==> src/rtl/wifi_irq_pkg.sv <==
// Shared types and constants for the WiFi interrupt scheduler.
// Holds the FSM encoding, source indices and default sizing.
package wifi_irq_pkg;

  typedef enum logic [1:0] {
    IDLE    = 2'd0,
    ARB     = 2'd1,
    REQ     = 2'd2,
    HOLDOFF = 2'd3
  } state_t;

  localparam int SRC_RX     = 0;
  localparam int SRC_TX     = 1;
  localparam int SRC_BEACON = 2;
  localparam int SRC_LINK   = 3;

  localparam int NUM_SRC_DEFAULT        = 4;
  localparam int HOLDOFF_CYCLES_DEFAULT = 6250;  // 100 us at 62.5 MHz
  localparam int HOLD_W_DEFAULT         = 16;

  // A single source still needs a 1-bit vector field.
  function automatic int vec_width(input int n);
    return (n > 1) ? $clog2(n) : 1;
  endfunction

endpackage

==> src/rtl/wifi_irq_scheduler_if.sv <==
// MSI request/grant handshake between the scheduler (master) and the MSI sink (slave).
interface wifi_irq_scheduler_if
  import wifi_irq_pkg::*;
#(
  parameter int NUM_SRC = NUM_SRC_DEFAULT
);
  localparam int VEC_W = vec_width(NUM_SRC);

  logic             msi_req;
  logic [VEC_W-1:0] msi_vector;
  logic             msi_gnt;

  modport master (output msi_req, output msi_vector, input msi_gnt);
  modport slave  (input msi_req, input msi_vector, output msi_gnt);
endinterface

==> src/rtl/wifi_rr_arbiter.sv <==
// Combinational rotate-priority picker: first eligible source strictly after
// last_grant, wrapping modulo NUM_SRC.
module wifi_rr_arbiter
  import wifi_irq_pkg::*;
#(
  parameter int NUM_SRC = NUM_SRC_DEFAULT,
  parameter int VEC_W   = vec_width(NUM_SRC)
) (
  input  logic [NUM_SRC-1:0] eligible,
  input  logic [VEC_W-1:0]   last_grant,
  output logic [VEC_W-1:0]   grant_idx,
  output logic               grant_any
);

  always_comb begin
    int               idx;
    logic [VEC_W-1:0] idx_v;
    // NOTE: every variable assigned here gets a default first, so no path
    // leaves it unassigned and no latch is inferred.
    grant_idx = '0;
    grant_any = 1'b0;
    idx       = 0;
    idx_v     = '0;
    for (int off = 1; off <= NUM_SRC; off++) begin
      idx = int'(last_grant) + off;
      if (idx >= NUM_SRC) idx = idx - NUM_SRC;
      idx_v = VEC_W'(idx);
      if (!grant_any && eligible[idx_v]) begin
        grant_any = 1'b1;
        grant_idx = idx_v;
      end
    end
  end

endmodule

==> src/rtl/wifi_irq_scheduler.sv <==
// Latches event pulses into pending/in_service/overflow bits and issues one MSI
// at a time, round-robin over eligible sources, with a holdoff after each grant.
module wifi_irq_scheduler
  import wifi_irq_pkg::*;
#(
  parameter int NUM_SRC        = NUM_SRC_DEFAULT,
  parameter int HOLDOFF_CYCLES = HOLDOFF_CYCLES_DEFAULT,
  parameter int HOLD_W         = HOLD_W_DEFAULT
) (
  input  logic                 clk,
  input  logic                 rst_n,
  input  logic [NUM_SRC-1:0]   ev_pulse,
  input  logic                 irq_enable,
  input  logic [NUM_SRC-1:0]   irq_mask,
  input  logic                 ack_wr,
  input  logic [NUM_SRC-1:0]   ack_bits,
  wifi_irq_scheduler_if.master msi,
  output logic [NUM_SRC-1:0]   pending,
  output logic [NUM_SRC-1:0]   in_service,
  output logic [NUM_SRC-1:0]   overflow,
  output logic                 busy
);

  localparam int               VEC_W      = vec_width(NUM_SRC);
  localparam logic [VEC_W-1:0] LAST_RESET = VEC_W'(NUM_SRC - 1);
  localparam logic [HOLD_W-1:0] HOLD_LOAD =
    (HOLDOFF_CYCLES > 0) ? HOLD_W'(HOLDOFF_CYCLES - 1) : '0;

  state_t              state;
  logic [HOLD_W-1:0]   hold_cnt;
  logic [VEC_W-1:0]    last_grant;
  logic [VEC_W-1:0]    vec_q;
  logic                req_q;

  logic [NUM_SRC-1:0]  ack_mask;
  logic [NUM_SRC-1:0]  eligible;
  logic [NUM_SRC-1:0]  gnt_set;
  logic                gnt_accept;
  logic [VEC_W-1:0]    pick_idx;
  logic                pick_any;

  assign ack_mask   = ack_wr ? ack_bits : '0;
  assign eligible   = pending & ~irq_mask & ~in_service;
  assign gnt_accept = (state == REQ) && msi.msi_gnt;

  always_comb begin
    gnt_set = '0;
    if (gnt_accept) gnt_set[vec_q] = 1'b1;
  end

  wifi_rr_arbiter #(
    .NUM_SRC (NUM_SRC),
    .VEC_W   (VEC_W)
  ) u_arb (
    .eligible   (eligible),
    .last_grant (last_grant),
    .grant_idx  (pick_idx),
    .grant_any  (pick_any)
  );

  // Event beats ack on pending; ack beats gnt on in_service and event on overflow.
  always_ff @(posedge clk or negedge rst_n) begin
    if (!rst_n) begin
      pending    <= '0;
      in_service <= '0;
      overflow   <= '0;
    end else begin
      // NOTE: non-blocking updates so every bit sees the pre-edge pending value.
      pending    <= (pending & ~ack_mask) | ev_pulse;
      in_service <= (in_service | gnt_set) & ~ack_mask;
      overflow   <= (overflow | (ev_pulse & pending)) & ~ack_mask;
    end
  end

  always_ff @(posedge clk or negedge rst_n) begin
    if (!rst_n) begin
      state      <= IDLE;
      hold_cnt   <= '0;
      last_grant <= LAST_RESET;
      vec_q      <= '0;
      req_q      <= 1'b0;
    end else begin
      case (state)
        IDLE: begin
          if (irq_enable && (|eligible)) state <= ARB;
        end
        ARB: begin
          // Eligibility may vanish between IDLE and ARB through ack or mask.
          if (pick_any) begin
            vec_q      <= pick_idx;
            last_grant <= pick_idx;
            req_q      <= 1'b1;
            state      <= REQ;
          end else begin
            state <= IDLE;
          end
        end
        REQ: begin
          // The request is held until granted, regardless of enable/mask/ack.
          if (msi.msi_gnt) begin
            req_q <= 1'b0;
            if (HOLDOFF_CYCLES == 0) begin
              state <= IDLE;
            end else begin
              hold_cnt <= HOLD_LOAD;
              state    <= HOLDOFF;
            end
          end
        end
        HOLDOFF: begin
          if (hold_cnt == '0) state <= IDLE;
          else                hold_cnt <= hold_cnt - 1'b1;
        end
        default: state <= IDLE;
      endcase
    end
  end

  assign msi.msi_req    = req_q;
  assign msi.msi_vector = vec_q;
  assign busy           = (state != IDLE);

endmodule

==> src/flat_wrapper.sv <==
// flat-port wrapper written by rule: the top's interface ports become plain ports
module wifi_irq_scheduler_flat import wifi_irq_pkg::*;
#(
  parameter int NUM_SRC        = NUM_SRC_DEFAULT,
  parameter int HOLDOFF_CYCLES = HOLDOFF_CYCLES_DEFAULT,
  parameter int HOLD_W         = HOLD_W_DEFAULT
)
  (clk, rst_n, ev_pulse, irq_enable, irq_mask, ack_wr, ack_bits, pending, in_service, overflow, busy, msi_msi_req, msi_msi_vector, msi_msi_gnt);
  wifi_irq_scheduler_if #(.NUM_SRC(NUM_SRC)) msi_i ();
  input  logic clk;
  input  logic rst_n;
  input  logic [NUM_SRC-1:0] ev_pulse;
  input  logic irq_enable;
  input  logic [NUM_SRC-1:0] irq_mask;
  input  logic ack_wr;
  input  logic [NUM_SRC-1:0] ack_bits;
  output logic [NUM_SRC-1:0] pending;
  output logic [NUM_SRC-1:0] in_service;
  output logic [NUM_SRC-1:0] overflow;
  output logic busy;
  output wire logic [$bits(msi_i.msi_req)-1:0] msi_msi_req;
  output wire logic [$bits(msi_i.msi_vector)-1:0] msi_msi_vector;
  input wire logic [$bits(msi_i.msi_gnt)-1:0] msi_msi_gnt;
  assign msi_msi_req = msi_i.msi_req;
  assign msi_msi_vector = msi_i.msi_vector;
  assign msi_i.msi_gnt = msi_msi_gnt;
  wifi_irq_scheduler #(.NUM_SRC(NUM_SRC), .HOLDOFF_CYCLES(HOLDOFF_CYCLES), .HOLD_W(HOLD_W)) u_core (.clk(clk), .rst_n(rst_n), .ev_pulse(ev_pulse), .irq_enable(irq_enable), .irq_mask(irq_mask), .ack_wr(ack_wr), .ack_bits(ack_bits), .msi(msi_i), .pending(pending), .in_service(in_service), .overflow(overflow), .busy(busy));
endmodule
==> config.mk <==
export PLATFORM = sky130hd
export DESIGN_NAME = wifi_irq_scheduler_flat
export DESIGN_NICKNAME = d
export VERILOG_FILES = /design/src/rtl/wifi_irq_pkg.sv /design/src/rtl/wifi_irq_scheduler_if.sv /design/src/rtl/wifi_rr_arbiter.sv /design/src/rtl/wifi_irq_scheduler.sv /design/src/flat_wrapper.sv
export SDC_FILE = /design/constraint.sdc
export NUM_CORES = 1
export LEC_CHECK = 0
export BUFFER_PORTS_ARGS = -buffer_cell sky130_fd_sc_hd__buf_2
export CORE_ASPECT_RATIO = 0.5
export CORE_UTILIZATION = 34
export DETAILED_ROUTE_END_ITERATION = 12
export PLACE_DENSITY = 0.5
export SLEW_MARGIN = 30
export SYNTH_ARGS = -nofsm -noshare
export SYNTH_HDL_FRONTEND = slang
export SYNTH_SLANG_ARGS = --single-unit
==> constraint.sdc <==
create_clock -name clk -period 5.5 [get_ports clk]
set_input_delay 0.55 -clock clk [delete_from_list [all_inputs] [get_ports clk]]
set_output_delay 0.55 -clock clk [all_outputs]
set_load 0.01 [all_outputs]
==> impl_results.md <==
* Number of buffers on the longest clock path at 2
* Number of buffers inserted by port buffering at 32
* Flop and latch count out of synthesis at 35
* Library cell with the highest instance count after synthesis: sky130_fd_sc_hd__dfrtp_1
* Seq/Total Area, Yosys at 48.5%
* Post-route clock skew at 0.00219 ns
* Source-to-sink clock delay at the later pin of the worst-skew pair at 0.29 ns
* DR vias/cell at 5.39
* Netlist area before placement at 1810 um2
* Vias in the first global route at 1408
* Maximum number of pins on one net before global-route repair at 36
* Sinks on the clock net at 35
* P_int at 0.366 mW
* Synth Instances at 181
* Post-CTS Hold Fix Bufs at 0
* Storage cell area at 878 um2
* Total Neg Setup Slack at 0 ns
* Clock tree from TritonCTS: built
* Kind of launch point of the worst setup path: register
* Transition time at the pin with the least slew margin at 0.952 ns
* DRT Pass-1 Iters at 4
* Placed Instances at 277
* Sequential cell fraction of total power at 54.5%
* Die Area at 5630 um2
* Achievable frequency at 0.385 GHz
* Synth Warn # at 0
* Final cell count without fillers at 285
* Number of buffers inserted during clock tree synthesis at 5
* Headroom to the max-slew limit at 36.0%
* Fraction of synthesized cell area taken by the top area cell type at 45.6%
* Peak supply drop at 0.0000894 V
* Final min period at 2.60 ns
* Mean post-synth cell area at 10.0 um2
* Number of design-rule violations left by the first detailed-router iteration at 66
* Remaining Overflow, GRT at 0
* First-pass GRT wire length at 6820 um
* Fraction of the cycle the final worst path needs at 47.3%
* Total Wirelength at 4190 um
* Detailed Place HPWL at 3000 um
* Post-synthesis async set-or-reset flop share at 100%
* Routed Antenna Nets at 0
* Hold violation count in the final report at 0
* Power density relative to cell area at 232 nW/um2
* Combined global-route utilization of all metal layers at 16.4%
* Core Region at 5020 um2
* R2R cell count at 6
* Number of DRC violations after detailed routing at 0
* Number of standard-cell rows in the floorplan at 18
* Footprint of the multi-input gates at 877 um2
* # nets final at 232
* Die Y at 53.6 um
* Fraction of final layout cells sized beyond drive strength 1 at 23.3%
* Clk pin slew, worst setup/hold paths at 0.07 ns
* RSZ-0062 raised after global routing: no
* PostCTS Resize Cnt at 0
* Count of endpoints failing setup in the final report at 0
* Post-synth top cells: 33 x sky130_fd_sc_hd__dfrtp_1, 20 x sky130_fd_sc_hd__a21oi_1, 19 x sky130_fd_sc_hd__nand2_1
* Largest fanout of any net on the critical path at 22
* Vias post-DR at 1536
* Crit path DAT at 2.77 ns
* Final Max Slew Viols at 0
* Setup Slack @ Placement at 2.92 ns
* Number of flops mapped to enable cells by yosys at 0
* Cell chosen for the clock root: sky130_fd_sc_hd__clkbuf_8
* Antenna diode count at 0
* Run status: complete, no violations
* Post-CTS setup buffers at 0
* # fillers at 498
* Final worst setup slack at 2.90 ns
* Type of the tightest min-delay check: in2async
* Area growth from synthesis to layout at 16.5%
* Worst Path Required at 5.67 ns
* Synth cell types at 48
* Boundary pin count at 33
* Antenna violations before repair at 0
* Most used flip-flop cell after synthesis: sky130_fd_sc_hd__dfrtp_1
* Net count after synthesis at 199
* H-tree depth at 2
* Crit end category: register
* Static leakage power at 0.875 nW
* Die outline width at 105 um
* Cell type with the highest aggregate area in the netlist: sky130_fd_sc_hd__dfrtp_1
* Portion of total power attributed to the clock network at 38.1%
* Placer congestion estimate at 0.771
* Starting density of the core at 36.0%
* Critical path class: reg2reg
* Routed length per instance at 14.7 um
* Net switching power of the design at 0.122 mW
* Combinational Power Share at 7.4%
* Synth top area cells: sky130_fd_sc_hd__dfrtp_1 46%, sky130_fd_sc_hd__a21oi_1 5.5%, sky130_fd_sc_hd__nand2_1 3.9%
* MaxCap Viol Count at 0
* Net switching fraction of the power at 25.0%
==> metrics by stage <==
stage / utilization (%) / hold WS (ns) / instance area [um2] / power, mW
after floorplan: - / 0.254 / 1810 / 0.287
after global placement: 40.3 / 0.458 / 2020 / 0.308
after detailed placement: 40.3 / 0.468 / 2020 / 0.308
after CTS: 42.0 / 0.362 / 2110 / 0.495
after global routing: 42.0 / 0.397 / 2110 / 0.512
final: 42.0 / 0.331 / 2110 / 0.488
==> final cells by class <==
class	instances	area share (%)
clock inverters	2	0.594
clock buffers	6	3.44
flip-flops and latches	35	41.7
inverters	5	0.891
well taps	70	4.16
repair buffers	32	7.60
multi-input cells	135	41.6
==> cells by family (layout without fill, tap and decap cells) <==
logic type,Yosys count,after routing,synth area share [%]
multiplexers,5,5,2.77
flip-flops,35,35,48.5
adder cells (fa/ha/maj),1,1,0.691
AND/OR/NAND/NOR,75,75,26.3
buffers and inverters,11,45,2.97
AO/OA/AOI/OAI,54,54,18.7
==> state kept, by name, summed over array words and instances, names as in the netlist, named ones only <==
name / cells
u_core.msi.msi_vector: 2
u_core.in_service: 4
u_core.overflow: 4
u_core.pending: 4
u_core.hold_cnt: 16
u_core.msi.msi_req: 1
u_core.last_grant: 2
u_core.state: 1
==> metal layers <==
layer  vias to the layer above  part of all wire (%)  wire (um)  GRT usage (%)
met4                         0                   1.4         57           6.34
met3                         7                   4.8        201           4.84
li1                        756                     -          -              -
met2                        33                    43       1790           26.2
met1                       740                    51       2140           21.7
met5                         -                     0          0              0
==> worst max-delay path, stage by stage (launching register included) <==
cell	delay (ns)
sky130_fd_sc_hd__dfrtp_1	0.39
sky130_fd_sc_hd__inv_1	0.09
sky130_fd_sc_hd__ha_1	0.19
sky130_fd_sc_hd__or4b_4	0.49
sky130_fd_sc_hd__nor4_4	0.85
sky130_fd_sc_hd__nor3_2	0.08
sky130_fd_sc_hd__or3b_1	0.39
==> power by group through the flow <==
stage	clock (mW)	combinational, mW	sequential, mW
after floorplan	0	0.0135	0.274
after global placement	0	0.0365	0.271
after detailed placement	0	0.0369	0.271
after CTS	0.192	0.0370	0.266
after global routing	0.204	0.0406	0.267
final	0.186	0.0361	0.266
==> worst paths after layout <==
kind | startpoint | end | slack (ns)
worst min register to register | u_core.msi.msi_req$_DFFE_PN0P_ | u_core.msi.msi_req$_DFFE_PN0P_ | 0.48
worst max-delay path | u_core.hold_cnt[0]$_DFFE_PN0P_ | u_core.hold_cnt[3]$_DFFE_PN0P_ | 2.90
max in group asynchronous | rst_n | u_core.hold_cnt[1]$_DFFE_PN0P_ | 4.67
worst min-delay path | rst_n | u_core.overflow[3]$_DFF_PN0_ | 0.33
min in group clk | ack_bits[0] | u_core.overflow[0]$_DFF_PN0_ | 0.44
worst max register to register | u_core.hold_cnt[0]$_DFFE_PN0P_ | u_core.hold_cnt[3]$_DFFE_PN0P_ | 2.90
==> placed cells by master, fill, tap and decap left out, drive strengths merged, types with 6 or more instances in the layout <==
master  instances
clkbuf          6
nand3           7
dfrtp          33
o21ai          10
or3             6
a21oi          20
nand2          19
buf            32
(Power assumes the default switching activity.)
